## config.mk

```make
export PLATFORM = sky130hd
export DESIGN_NAME = seq_multiplier
export DESIGN_NICKNAME = d
export VERILOG_FILES = /design/src/rtl/mult_div_pkg.sv /design/src/rtl/seq_multiplier_abs_neg.sv /design/src/rtl/seq_multiplier.sv
export SDC_FILE = /design/constraint.sdc
export NUM_CORES = 1
export LEC_CHECK = 0
export CORE_MARGIN = 3
export CORE_UTILIZATION = 40
export DETAILED_ROUTE_END_ITERATION = 12
export HOLD_SLACK_MARGIN = 0.15
export PLACE_DENSITY_LB_ADDON = 0.05
export SYNTH_ARGS = -nofsm -noshare
export SYNTH_HDL_FRONTEND = slang
export SYNTH_HIERARCHICAL = 1
export SYNTH_SLANG_ARGS = --single-unit
```

## constraint.sdc

```tcl
create_clock -name clk -period 3.7 [get_ports clk]
set_clock_uncertainty 0.15 [all_clocks]
set_input_delay 1.11 -clock clk [delete_from_list [all_inputs] [get_ports clk]]
set_output_delay 1.11 -clock clk [all_outputs]
set_load 0.02 [all_outputs]
```

## src/rtl/mult_div_pkg.sv

```systemverilog
// Shared definitions for the mult/div unit: sequencer state encoding,
// datapath widths and HI/LO split helpers used by the Divider and seq_multiplier.
package mult_div_pkg;

   // Sequencer states, shared encoding with the Divider
   localparam logic [1:0] ST_IDLE = 2'b00;
   localparam logic [1:0] ST_RUN  = 2'b01;
   localparam logic [1:0] ST_FIX  = 2'b10;
   localparam logic [1:0] ST_DONE = 2'b11;

   // Architectural operand width and the double-width HI/LO result
   localparam int MD_WIDTH  = 16;
   localparam int MD_RES_W  = 2 * MD_WIDTH;

   // Upper half of a product, destined for HI
   function automatic logic [MD_WIDTH-1:0] hi_part(input logic [MD_RES_W-1:0] v);
      return v[MD_RES_W-1:MD_WIDTH];
   endfunction

   // Lower half of a product, destined for LO
   function automatic logic [MD_WIDTH-1:0] lo_part(input logic [MD_RES_W-1:0] v);
      return v[MD_WIDTH-1:0];
   endfunction

endpackage

```

## src/rtl/seq_multiplier_abs_neg.sv

```systemverilog
// Conditional two's complement: passes din through, or negates it when neg is set.
// Used both for operand magnitudes and for restoring the product sign.
module abs_neg #(
   parameter int W = 16
) (
   input  logic         neg,
   input  logic [W-1:0] din,
   output logic [W-1:0] dout
);

   // Negation is invert-and-increment; the most-negative value maps onto itself,
   // which read as unsigned is exactly its magnitude.
   always_comb begin
      dout = din;
      if (neg)
         dout = ~din + {{(W-1){1'b0}}, 1'b1};
   end

endmodule

```

## src/rtl/seq_multiplier.sv

```systemverilog
// Iterative shift-add multiplier for MULT/MULTU. Multiplies operand magnitudes
// one multiplicand bit per clock, then applies the sign in a single fix-up cycle.
// Latency from accepted start to validity is WIDTH+1 clocks regardless of data.
module seq_multiplier
   import mult_div_pkg::*;
#(
   parameter int WIDTH = 16
) (
   input  logic               clk,
   input  logic               rst_n,
   input  logic               start,
   input  logic               signed_op,
   input  logic [WIDTH-1:0]   multiplicand,
   input  logic [WIDTH-1:0]   multiplier,
   output logic               busy,
   output logic               validity,
   output logic [2*WIDTH-1:0] result
);

   localparam int             CNT_W = $clog2(WIDTH) + 1;
   localparam logic [CNT_W-1:0] LAST_STEP = CNT_W'(WIDTH - 1);

   logic [1:0]         state;
   logic [CNT_W-1:0]   count;
   logic [WIDTH-1:0]   mcand;
   logic [2*WIDTH-1:0] mplier;
   logic [2*WIDTH-1:0] acc;
   logic               neg;

   logic               a_neg;
   logic               b_neg;
   logic [WIDTH-1:0]   a_mag;
   logic [WIDTH-1:0]   b_mag;
   logic [2*WIDTH-1:0] fixed_prod;
   logic               accept;

   // Operand sign bits only matter for signed multiplication
   always_comb begin
      a_neg  = signed_op & multiplicand[WIDTH-1];
      b_neg  = signed_op & multiplier[WIDTH-1];
      accept = start & ((state == ST_IDLE) | (state == ST_DONE));
   end

   abs_neg #(.W(WIDTH)) u_abs_a (
      .neg  (a_neg),
      .din  (multiplicand),
      .dout (a_mag)
   );

   abs_neg #(.W(WIDTH)) u_abs_b (
      .neg  (b_neg),
      .din  (multiplier),
      .dout (b_mag)
   );

   abs_neg #(.W(2*WIDTH)) u_fix (
      .neg  (neg),
      .din  (acc),
      .dout (fixed_prod)
   );

   // Sequencer and shift-add datapath; reset clears everything, even mid-run
   always_ff @(posedge clk) begin
      if (!rst_n) begin
         state  <= ST_IDLE;
         count  <= '0;
         mcand  <= '0;
         mplier <= '0;
         acc    <= '0;
         neg    <= 1'b0;
         result <= '0;
      end else begin
         case (state)
            ST_IDLE, ST_DONE: begin
               if (accept) begin
                  mcand  <= a_mag;
                  mplier <= {{WIDTH{1'b0}}, b_mag};
                  acc    <= '0;
                  count  <= '0;
                  neg    <= a_neg ^ b_neg;
                  state  <= ST_RUN;
               end
            end
            ST_RUN: begin
               // Magnitudes never exceed 2^(WIDTH-1)... 2^WIDTH-1, so the
               // 2*WIDTH-bit accumulator cannot overflow.
               if (mcand[0])
                  acc <= acc + mplier;
               mplier <= mplier << 1;
               mcand  <= mcand >> 1;
               count  <= count + CNT_W'(1);
               if (count == LAST_STEP)
                  state <= ST_FIX;
            end
            ST_FIX: begin
               result <= fixed_prod;
               state  <= ST_DONE;
            end
            default: state <= ST_IDLE;
         endcase
      end
   end

   // Handshake flags are pure decodes of the state
   always_comb begin
      busy     = (state == ST_RUN) | (state == ST_FIX);
      validity = (state == ST_DONE);
   end

endmodule
```

==> results of run 1 <==
worst paths after layout:
| path | from | to | slack (ps) |
|---|---|---|---|
| worst max-delay path | state[0]$_SDFFE_PN0P_ | busy | 460 |
| worst min-delay path | mcand[12]$_SDFFE_PN0P_ | mcand[12]$_SDFFE_PN0P_ | 350 |
| worst min register to register | mcand[12]$_SDFFE_PN0P_ | mcand[12]$_SDFFE_PN0P_ | 350 |
| worst max register to register | acc[0]$_SDFFE_PN0P_ | acc[26]$_SDFFE_PN0P_ | 590 |
registers in the layout (all words and copies together), names as in the netlist:
name,count
neg,1
mplier,32
acc,32
count,5
mcand,16
state,2
result,32
placed cells by master, fill, tap and decap left out, types with 20 or more instances in the layout:
master                            Yosys  final
sky130_fd_sc_hd__nand2_1             95     95
sky130_fd_sc_hd__nor2_1              20     20
sky130_fd_sc_hd__ha_1                40     38
sky130_fd_sc_hd__clkdlybuf4s50_1      0     68
sky130_fd_sc_hd__o21ai_0             38     37
sky130_fd_sc_hd__a21oi_1             35     35
sky130_fd_sc_hd__nor2b_1             71     71
sky130_fd_sc_hd__a22oi_1             31     31
sky130_fd_sc_hd__dfxtp_1            120    120
sky130_fd_sc_hd__xnor2_1             58     58
sky130_fd_sc_hd__xor2_1              26     26
sky130_fd_sc_hd__o211a_1             31     31
sky130_fd_sc_hd__inv_1               27     27
sky130_fd_sc_hd__mux2i_1             66     66
cell type report:
type / instances / share of cell area, %
Timing Repair Buffer: 83 / 8.37
Tap cell: 260 / 3.44
Clock buffer: 21 / 4.98
Sequential cell: 120 / 25.4
Clock inverter: 9 / 1.56
Multi-Input combinational cell: 703 / 55.1
Inverter: 27 / 1.07
metal layers:
layer | part of all wire, % | track usage (%) | vias to the layer above
li1 | - | - | 3358
met2 | 46 | 30.4 | 112
met4 | 1.1 | 4.94 | 0
met1 | 49 | 25.6 | 3181
met5 | 0 | 0 | -
met3 | 3.1 | 3.70 | 17
stage by stage:
stage / power [mW] / hold slack [ps] / worst slack, ps
final: 5.35 / 350 / 459
after global routing: 5.70 / 363 / 296
after CTS: 5.43 / 350 / 434
after detailed placement: 3.65 / 337 / 74.8
after global placement: 3.60 / 332 / 133
after floorplan: 3.12 / 322 / 678
cells by family after synthesis:
group / after synthesis / synth area share (%)
buffers and inverters: 80 / 4.39
XOR/XNOR: 84 / 9.26
adder cells (fa/ha/maj): 41 / 6.55
flip-flops: 120 / 30.2
AND/OR/NAND/NOR: 280 / 19.3
AO/OA/AOI/OAI: 232 / 21.9
multiplexers: 66 / 8.32
where the power goes:
part | internal (mW) | total [mW] | switching, mW
combinational | 0.758 | 1.89 | 1.13
clock | 1.17 | 1.76 | 0.588
sequential | 1.50 | 1.71 | 0.207
total | 3.42 | 5.35 | 1.93
==> impl_metrics.env, run 1 <==
export IMPL_antenna_left=0
export IMPL_postRouteWirelength_um=19800
export IMPL_ir_drop_v=0.000362
export IMPL_netlist_instances=903
export IMPL_largest_net_degree_at_the_start_of_global_routing=97
export IMPL_final_area_um2=9450
export IMPL_clock_sinks=120
export IMPL_fp_dieH_um=147
export IMPL_insertion_delay_ps=420
export IMPL_timing_worst_slew_pin_value_ps=1150
export IMPL_synth_net_count=980
export IMPL_hpwl_um=14400
export IMPL_period_needed_ps=3240
export IMPL_ys_seq_elements=120
export IMPL_core_region_area_um2=19100
export IMPL_multiInputGateArea_um2=5210
export IMPL_final_max_slew_violation_count=0
export IMPL_drt_pass1_iter_count=5
export IMPL_setup_repair_after_global_routing_missed_its_margin="false"
export IMPL_drive_gt1_share_pct=8.41
export IMPL_post_dp_cell_area_um2=8830
export IMPL_ys_async_sr_fraction_pct=0
export IMPL_drt_drc_violations_left=0
export IMPL_initial_utilization_pct=41.6
export IMPL_synthTopCellsByArea="sky130_fd_sc_hd__dfxtp_1 (30%), sky130_fd_sc_hd__mux2i_1 (8.3%), sky130_fd_sc_hd__xnor2_1 (6.4%)"
export IMPL_yosys_warnings=6
export IMPL_route_vias_total=6668
export IMPL_mappedNetlistArea_um2=7940
export IMPL_cts_root_buf="sky130_fd_sc_hd__clkbuf_16"
export IMPL_die_x_um=147
export IMPL_post_cts_hold_buffer_count=0
export IMPL_status="complete, no violations"
export IMPL_detail_route_wl_per_cell_um=16.2
export IMPL_final_instance_count_excl_fill=1223
export IMPL_critical_path_max_fanout=9
export IMPL_worst_path_clk_slew_ps=50
export IMPL_syn_to_final_growth_pct=18.9
export IMPL_grt_antenna_before_repair=0
export IMPL_finalNetCount=1029
export IMPL_area_occupied_by_registers_um2=2400
export IMPL_worst_ep_required_time_ps=2440
export IMPL_cp_num_cells=4
export IMPL_achievable_frequency_mhz=309
export IMPL_detail_route_iter0_violations=387
export IMPL_worst_ep_arrival_time_ps=1980
export IMPL_cp_end_kind="primary output"
export IMPL_worst_setup_path_type="reg -> out"
export IMPL_cap_violations=0
export IMPL_crit_family="buffers and inverters"
export IMPL_netlist_top_cells_count="sky130_fd_sc_hd__dfxtp_1 (120), sky130_fd_sc_hd__nand2_1 (95), sky130_fd_sc_hd__nor2b_1 (71), sky130_fd_sc_hd__mux2i_1 (66), sky130_fd_sc_hd__xnor2_1 (58)"
export IMPL_grt_usage_pct=18.7
export IMPL_timing_setup_tns_ps=0
export IMPL_cellLeakagePower_nw=3.99
export IMPL_cts_made_buffers=17
export IMPL_final_min_period_over_clock_period_pct=87.6
export IMPL_timing_final_hold_violations=0
export IMPL_placement_io_buffers=69
export IMPL_number_of_cells_traversed_by_the_worst_hold_path=1
export IMPL_worstPathCellList="inv_1, ha_2, inv_1, clkdlybuf4s50_1"
export IMPL_critPathLaunchType="flip-flop"
export IMPL_synth_area_leader_cell="sky130_fd_sc_hd__dfxtp_1"
export IMPL_grt_pass1_wl_um=33400
export IMPL_io_pins=70
export IMPL_final_core_util_pct=49.5
export IMPL_place_detailed_instances=1193
export IMPL_min_path_type="reg -> reg"
export IMPL_proportion_of_synthesized_chip_area_in_sequential_cells_pct=30.2
export IMPL_layout_filler_cells=1862
export IMPL_critical_path_max_stage_delay_ps=600
export IMPL_max_slew_margin_pct=23.5
export IMPL_gp_congestion=0.874
export IMPL_yosysMostFrequentCell="sky130_fd_sc_hd__dfxtp_1"
export IMPL_timing_final_setup_violations=0
export IMPL_dominantRegCellSynth="sky130_fd_sc_hd__dfxtp_1"
export IMPL_rr_worst_depth=12
export IMPL_num_rows=50
export IMPL_cp_common_cell="sky130_fd_sc_hd__inv_1"
export IMPL_yosysUniqueCellTypes=74
export IMPL_antenna_cells_inserted=0
export IMPL_cts_resized_gates=0
export IMPL_tritoncts="yes"
export IMPL_cts_root_to_sink_buffers=2
export IMPL_count_of_buffering_cells_on_the_critical_path_with_inverters_included=3
export IMPL_route_detailed_vias_per_inst=5.45
export IMPL_cts_htree_levels=4
export IMPL_synth_edf_count=0
export IMPL_power_per_cell_area_nw_per_um2=567
export IMPL_synthesis_area_per_instance_um2=8.80
export IMPL_post_cts_setup_buffer_count=0
export IMPL_grt_pass1_vias=6660
export IMPL_synthDominantCellAreaShare_pct=30.2
export IMPL_globalRouteOverflowTotal=0
export IMPL_cell_with_the_biggest_individual_delay_on_the_critical_path="sky130_fd_sc_hd__clkdlybuf4s50_1"
export IMPL_dieArea_um2=21600
No activity file was read; power rests on OpenSTA's default activity.
==> run 2: changes to the inputs <==
--- a/config.mk
+++ b/config.mk
@@ -9,7 +9,7 @@
 export CORE_UTILIZATION = 40
 export DETAILED_ROUTE_END_ITERATION = 12
 export HOLD_SLACK_MARGIN = 0.15
-export PLACE_DENSITY_LB_ADDON = 0.05
+export PLACE_DENSITY = 0.61
 export SYNTH_ARGS = -nofsm -noshare
 export SYNTH_HDL_FRONTEND = slang
 export SYNTH_HIERARCHICAL = 1
==> impl_metrics.env, run 2 (same netlist as run 1, synthesis figures left out) <==
export IMPL_drt_drc_violations_left=0
export IMPL_achievable_frequency_mhz=311
export IMPL_dieArea_um2=21600
export IMPL_power_per_cell_area_nw_per_um2=550
export IMPL_cts_htree_levels=4
export IMPL_max_slew_margin_pct=25.2
export IMPL_globalRouteOverflowTotal=0
export IMPL_worst_path_clk_slew_ps=50
export IMPL_detail_route_iter0_violations=319
export IMPL_cts_resized_gates=0
export IMPL_final_core_util_pct=49.3
export IMPL_route_detailed_vias_per_inst=5.31
export IMPL_detail_route_wl_per_cell_um=14.7
export IMPL_status="complete, no violations"
export IMPL_layout_filler_cells=1852
export IMPL_timing_final_setup_violations=0
export IMPL_most_common_layout_cells="sky130_fd_sc_hd__dfxtp_1 (120), sky130_fd_sc_hd__nand2_1 (95), sky130_fd_sc_hd__nor2b_1 (71), sky130_fd_sc_hd__clkdlybuf4s50_1 (68), sky130_fd_sc_hd__mux2i_1 (66)"
export IMPL_worst_setup_path_type="reg -> out"
export IMPL_cts_root_buf="sky130_fd_sc_hd__clkbuf_16"
export IMPL_place_detailed_instances=1193
export IMPL_min_path_type="reg -> reg"
export IMPL_io_pins=70
export IMPL_cts_made_buffers=17
export IMPL_final_max_slew_violation_count=0
export IMPL_final_instance_count_excl_fill=1224
export IMPL_drive_gt1_share_pct=8.20
export IMPL_die_x_um=147
export IMPL_postRouteWirelength_um=18000
export IMPL_grt_antenna_before_repair=0
export IMPL_total_power_mw=5.17
export IMPL_post_cts_setup_buffer_count=0
export IMPL_timing_final_hold_violations=0
export IMPL_worst_ep_required_time_ps=2440
export IMPL_final_area_um2=9400
export IMPL_critPathLaunchType="flip-flop"
export IMPL_gp_congestion=0.896
export IMPL_worst_ep_arrival_time_ps=1950
export IMPL_route_vias_total=6498
export IMPL_insertion_delay_ps=420
export IMPL_cts_root_to_sink_buffers=2
export IMPL_timing_worst_slew_pin_value_ps=1120
export IMPL_multiInputGateArea_um2=5210
export IMPL_core_region_area_um2=19100
export IMPL_clock_sinks=120
export IMPL_cellLeakagePower_nw=3.96
export IMPL_timing_setup_tns_ps=0
export IMPL_critical_path_max_fanout=9
export IMPL_post_cts_hold_buffer_count=0
export IMPL_fin_worst_hold_slack_ps=348
export IMPL_area_occupied_by_registers_um2=2400
export IMPL_drt_pass1_iter_count=7
export IMPL_final_common_cell="sky130_fd_sc_hd__dfxtp_1"
export IMPL_leading_registers_by_flop_count="acc x32, mplier x32, result x32"
export IMPL_placement_io_buffers=69
export IMPL_setup_repair_after_global_routing_missed_its_margin="false"
export IMPL_post_dp_cell_area_um2=8830
export IMPL_finalNetCount=1029
export IMPL_dpl_worst_slack_ps=112
export IMPL_period_needed_ps=3210
export IMPL_antenna_left=0
export IMPL_initial_utilization_pct=41.6
export IMPL_largest_net_degree_at_the_start_of_global_routing=70
export IMPL_hpwl_um=13200
export IMPL_num_rows=50
export IMPL_final_min_period_over_clock_period_pct=86.8
export IMPL_grt_pass1_wl_um=30100
export IMPL_ir_drop_v=0.000376
export IMPL_syn_to_final_growth_pct=18.4
export IMPL_tritoncts="yes"
export IMPL_grt_pass1_vias=6150
export IMPL_cap_violations=0
export IMPL_antenna_cells_inserted=0
export IMPL_grt_usage_pct=16.7
export IMPL_cp_end_kind="primary output"
export IMPL_fp_dieH_um=147
export IMPL_final_critical_path_setup_slack_ps=489
==> run 2: critical path, cell delays in order (launching register included) <==
cell,delay (ps)
sky130_fd_sc_hd__dfxtp_1,400
sky130_fd_sc_hd__inv_1,80
sky130_fd_sc_hd__ha_2,360
sky130_fd_sc_hd__inv_1,90
sky130_fd_sc_hd__clkdlybuf4s50_1,610
==> run 2: cell type report <==
cell class	instances	share of cell area, %
well taps	260	3.46
flip-flops and latches	120	25.5
repair buffers	83	8.41
multi-input cells	703	55.4
inverters	27	1.08
clock inverters	7	0.998
clock buffers	24	5.12
==> run 2: final timing paths <==
kind | startpoint | end | slack [ps] | cells after the start
worst max-delay path | state[0]$_SDFFE_PN0P_ | busy | 490 | 4
worst min register to register | mcand[9]$_SDFFE_PN0P_ | mcand[9]$_SDFFE_PN0P_ | 350 | 1
worst max register to register | acc[0]$_SDFFE_PN0P_ | acc[26]$_SDFFE_PN0P_ | 520 | 12
worst min-delay path | mcand[9]$_SDFFE_PN0P_ | mcand[9]$_SDFFE_PN0P_ | 350 | 1
==> run 2: where the power goes <==
group / total (mW) / internal [mW] / switching (mW)
Sequential: 1.70 / 1.50 / 0.197
Combinational: 1.86 / 0.764 / 1.10
Clock: 1.61 / 1.04 / 0.574
==> run 2: routing by layer <==
layer | global-route usage (%) | vias to the layer above | part of all wire, %
li1 | - | 3360 | -
met1 | 23.1 | 2996 | 51
met2 | 26.3 | 126 | 43
met3 | 3.52 | 16 | 4.7
met4 | 5.17 | 0 | 1.2
met5 | 0 | - | 0
==> run 3: changes to the inputs <==
--- a/config.mk
+++ b/config.mk
@@ -5,11 +5,13 @@
 export SDC_FILE = /design/constraint.sdc
 export NUM_CORES = 1
 export LEC_CHECK = 0
-export CORE_MARGIN = 3
+export CORE_MARGIN = 4
 export CORE_UTILIZATION = 40
+export CTS_BUF_LIST = sky130_fd_sc_hd__clkbuf_8 sky130_fd_sc_hd__clkbuf_16
 export DETAILED_ROUTE_END_ITERATION = 12
 export HOLD_SLACK_MARGIN = 0.15
 export PLACE_DENSITY = 0.61
+export SKIP_CTS_REPAIR_TIMING = 1
 export SYNTH_ARGS = -nofsm -noshare
 export SYNTH_HDL_FRONTEND = slang
 export SYNTH_HIERARCHICAL = 1
==> impl_metrics.env, run 3 (same netlist as run 1, synthesis figures left out) <==
export IMPL_status="complete, no violations"
export IMPL_final_common_cell="sky130_fd_sc_hd__dfxtp_1"
export IMPL_timing_final_hold_violations=0
export IMPL_initial_utilization_pct=40.7
export IMPL_timing_final_setup_violations=0
export IMPL_drt_drc_violations_left=0
export IMPL_worst_ep_arrival_time_ps=1960
export IMPL_timing_worst_slew_pin_value_ps=1160
export IMPL_cts_htree_levels=4
export IMPL_cts_root_to_sink_buffers=2
export IMPL_clock_sinks=120
export IMPL_ir_drop_v=0.000416
export IMPL_io_pins=70
export IMPL_total_power_mw=5.40
export IMPL_grt_usage_pct=17.1
export IMPL_drt_pass1_iter_count=5
export IMPL_worst_ep_required_time_ps=2440
export IMPL_antenna_cells_inserted=0
export IMPL_syn_to_final_growth_pct=19.5
export IMPL_worst_path_clk_slew_ps=50
export IMPL_timing_setup_tns_ps=0
export IMPL_num_rows=51
export IMPL_cts_made_buffers=17
export IMPL_setup_repair_after_global_routing_missed_its_margin="false"
export IMPL_leading_registers_by_flop_count="acc x32, mplier x32, result x32"
export IMPL_drive_gt1_share_pct=8.59
export IMPL_final_min_period_over_clock_period_pct=87.0
export IMPL_core_region_area_um2=19500
export IMPL_area_occupied_by_registers_um2=2400
export IMPL_netSwitchingFraction_pct=35.3
export IMPL_tritoncts="yes"
export IMPL_cp_end_kind="primary output"
export IMPL_fp_dieH_um=149
export IMPL_gp_congestion=0.877
export IMPL_detail_route_wl_per_cell_um=14.7
export IMPL_placement_io_buffers=69
export IMPL_fin_worst_hold_slack_ps=346
export IMPL_layout_filler_cells=1923
export IMPL_multiInputGateArea_um2=5210
export IMPL_most_common_layout_cells="sky130_fd_sc_hd__dfxtp_1 (120), sky130_fd_sc_hd__nand2_1 (95), sky130_fd_sc_hd__nor2b_1 (71), sky130_fd_sc_hd__clkdlybuf4s50_1 (68), sky130_fd_sc_hd__mux2i_1 (66)"
export IMPL_finalNetCount=1030
export IMPL_grt_antenna_before_repair=1
export IMPL_clock_power_share_pct=33.8
export IMPL_die_x_um=149
export IMPL_critPathLaunchType="flip-flop"
export IMPL_hpwl_um=13600
export IMPL_total_switching_power_mw=1.90
export IMPL_dieArea_um2=22200
export IMPL_ff2ff_setup_slack_ps=570
export IMPL_grt_pass1_wl_um=31300
export IMPL_pwr_share_seq_pct=31.4
export IMPL_final_instance_count_excl_fill=1231
export IMPL_cts_root_buf="sky130_fd_sc_hd__clkbuf_16"
export IMPL_comb_power_share_pct=34.8
export IMPL_detail_route_iter0_violations=352
export IMPL_route_vias_total=6487
export IMPL_max_slew_margin_pct=22.3
export IMPL_power_per_cell_area_nw_per_um2=569
export IMPL_period_needed_ps=3220
export IMPL_int_power_mw=3.50
export IMPL_final_area_um2=9500
export IMPL_final_max_slew_violation_count=0
export IMPL_insertion_delay_ps=420
export IMPL_grt_pass1_vias=6246
export IMPL_cellLeakagePower_nw=4.01
export IMPL_post_dp_cell_area_um2=8840
export IMPL_min_path_type="reg -> reg"
export IMPL_postRouteWirelength_um=18200
export IMPL_cap_violations=0
export IMPL_largest_net_degree_at_the_start_of_global_routing=63
export IMPL_antenna_left=0
export IMPL_critical_path_max_fanout=9
export IMPL_place_detailed_instances=1199
export IMPL_globalRouteOverflowTotal=0
export IMPL_route_detailed_vias_per_inst=5.27
export IMPL_worst_setup_path_type="reg -> out"
export IMPL_achievable_frequency_mhz=311
-- run 3: power groups by stage --
stage          clock (mW)  combinational, mW  sequential (mW)
2_1_floorplan           0               1.47             1.65
3_3_place_gp            0               1.87             1.73
3_5_place_dp            0               1.89             1.73
4_1_cts              1.86               1.89             1.70
5_1_grt              1.92               2.10             1.72
6_report             1.82               1.88             1.70
-- run 3: path summary, 6_finish.rpt --
| kind | from | to | cells past startpoint |
|---|---|---|---|
| worst max-delay path | state[0]$_SDFFE_PN0P_ | busy | 4 |
| worst min-delay path | mcand[9]$_SDFFE_PN0P_ | mcand[9]$_SDFFE_PN0P_ | 1 |
| worst max register to register | acc[0]$_SDFFE_PN0P_ | acc[26]$_SDFFE_PN0P_ | 12 |
| worst min register to register | mcand[9]$_SDFFE_PN0P_ | mcand[9]$_SDFFE_PN0P_ | 1 |
-- run 3: cell type report --
class | instances | share of cell area, %
inverters | 27 | 1.07
clock buffers | 19 | 4.77
multi-input cells | 703 | 54.9
well taps | 265 | 3.49
repair buffers | 84 | 8.41
clock inverters | 13 | 2.11
flip-flops and latches | 120 | 25.3
-- run 3: metrics by stage --
stage	setup slack [ps]	utilization (%)
6_report	480	48.6
3_5_place_dp	108	45.3
3_3_place_gp	147	45.3
5_1_grt	206	48.6
2_1_floorplan	678	-
4_1_cts	461	48.6
-- run 3: routing by layer --
layer  track usage [%]  routed length (um)
met1              23.9                9170
met2              26.2                7950
met3              4.35                 827
met4              4.81                 201
met5                 0                  12
-- run 3: worst max-delay path, cell delays in order, from the launching register on --
cell,delay (ps)
sky130_fd_sc_hd__dfxtp_1,400
sky130_fd_sc_hd__inv_1,70
sky130_fd_sc_hd__ha_2,360
sky130_fd_sc_hd__inv_1,110
sky130_fd_sc_hd__clkdlybuf4s50_1,610
==> edit (flow settings as in run 3) <==
Put one more register stage on the output `result`, cleared by the reset. The value now appears one clock later. The other outputs are not delayed to match.
--- a/src/rtl/seq_multiplier.sv
+++ b/src/rtl/seq_multiplier.sv
@@ -19,6 +19,8 @@
 
    localparam int             CNT_W = $clog2(WIDTH) + 1;
    localparam logic [CNT_W-1:0] LAST_STEP = CNT_W'(WIDTH - 1);
+
+   logic [2*WIDTH-1:0] result_s0;
 
    logic [1:0]         state;
    logic [CNT_W-1:0]   count;
@@ -68,7 +70,7 @@
          mplier <= '0;
          acc    <= '0;
          neg    <= 1'b0;
-         result <= '0;
+         result_s0 <= '0;
       end else begin
          case (state)
             ST_IDLE, ST_DONE: begin
@@ -93,7 +95,7 @@
                   state <= ST_FIX;
             end
             ST_FIX: begin
-               result <= fixed_prod;
+               result_s0 <= fixed_prod;
                state  <= ST_DONE;
             end
             default: state <= ST_IDLE;
@@ -107,4 +109,12 @@
       validity = (state == ST_DONE);
    end
 
+   always_ff @(posedge clk) begin
+      if (!rst_n) begin
+         result <= '0;
+      end else begin
+         result <= result_s0;
+      end
+   end
+
 endmodule
Behaviour: same outputs for any inputs over 10 cycles, from zero or initial values and one cycle with rst_n low; that may be too few to reach the edited logic, so the function may still have changed.
==> edit against run 3 <==
Setup slack gained 38 ps; sequential power rose by 21%; wire length rose by 4.7%; total power is 3.4% higher; sequential share of layout area increased by 4.3 points; sequential cell count increased by 32; area after synthesis increased by 11%; final area grew 8.4%; via count up 6.8%; register-to-register slack better by 70 ps.
==> edit: results (changes against run 3) <==
Area Growth Syn to Fin = 17.0% (was 19.5%)
Clock-cell share = 5.52% (was 6.88%)
Multi-input gate count = 735 (was 703)
Data buffer area share = 8.00% (was 8.41%)
Register Area = 0.00304 mm² (was 0.00240 mm²)
Vias = 6925 (was 6487)
Placed cell area = 0.00973 mm² (was 0.00884 mm²)
Slowest CP cell = or4_1 (was clkdlybuf4s50_1)
Net count, final = 1097 (was 1030)
Status = completed (unchanged)
Placed Cells = 1281 (was 1199)
Sequential cells = 152 (was 120)
First-pass GRT wire length = 32300 µm (was 31300 µm)
Ranking of synthesized cells by area = dfxtp_1 35%, mux2i_1 7.5%, xnor2_1 5.8% (was dfxtp_1 30%, mux2i_1 8.3%, xnor2_1 6.4%)
Maximum VDD drop = 0.336 mV (was 0.416 mV)
Synthesized Nets = 1048 (was 980)
Post-DP HPWL = 14000 µm (was 13600 µm)
1st-iter DRT viols = 337 (was 352)
Largest net degree at the start of global routing = 84 (was 63)
# fillers = 2100 (was 1923)
Actual slew at the worst max-slew pin = 1000 ps (was 1160 ps)
Post-synthesis sequential area ratio = 34.6% (was 30.2%)
CLK BUF = 17 (was 19)
Nonclk buf count = 87 (was 84)
Leak = 4.32 nW (was 4.01 nW)
Total GRT Usage = 16.0% (was 17.1%)
Fraction of area in multi-input gates = 52.5% (was 54.9%)
Initial antenna violation count = 0 (was 1)
Post-Synthesis Cells = 971 (was 903)
Via count of the first global-routing pass = 6378 (was 6246)
Crit path arrival time = 3390 ps (was 1960 ps)
Vias/cell = 5.27 (about the same)
Commonest cells post-synth = 152 x dfxtp_1, 95 x nand2_1, 71 x nor2b_1 (was 120 x dfxtp_1, 95 x nand2_1, 71 x nor2b_1)
Drt wl/cell = 14.5 µm (was 14.7 µm)
Critical path's largest stage delay = 570 ps (was 610 ps)
==> edit: layer usage <==
metal | wire [µm] | up-vias | track usage [%]
li1 | - | 3575 | -
met1 | 9920 | 3207 | 23.3
met2 | 8150 | 129 | 24.1
met3 | 731 | 14 | 2.68
met4 | 197 | 0 | 4.83
met5 | 0 | - | 0
==> edit: power by group <==
part           total, mW  switching (mW)  internal, mW
Combinational       1.86            1.10         0.763
Clock               1.67           0.735         0.938
Sequential          2.05           0.201          1.84
Total               5.58            2.04          3.55
==> edit: worst paths after layout <==
kind | startpoint | end | slack [ps] | cells after the start
min | result_s0[1]$_SDFFE_PN0N_ | result[1]$_SDFF_PN0_ | 300 | 1
max | multiplicand[4] | mcand[15]$_SDFFE_PN0P_ | 520 | 8
max reg2reg | acc[0]$_SDFFE_PN0P_ | acc[26]$_SDFFE_PN0P_ | 640 | 12
min reg2reg | result_s0[1]$_SDFFE_PN0N_ | result[1]$_SDFF_PN0_ | 300 | 1
==> edit: stage by stage <==
step / hold WS [ps] / setup slack (ps)
after CTS: 310 / 496
after global routing: 324 / 343
after floorplan: 279 / 678
final: 305 / 519
after detailed placement: 296 / 91.4
after global placement: 293 / 122
==> edit: kinds of logic after synthesis <==
kind of cell,Yosys count,synth area share [%]
simple gates,312,19.7
compound gates,232,19.8
flops,152,34.6
xor+xnor,84,8.36
buf+inv,84,4.14
mux,66,7.51
fa+ha+maj,41,5.91
==> edit: critical path: cells and delay by family <==
kind	cells	cell delay, ps
and+or+nand+nor	4	1300
AOI/OAI and AO/OA	2	380
xor gates and xnor gates	1	150
buffers and inverters	1	460
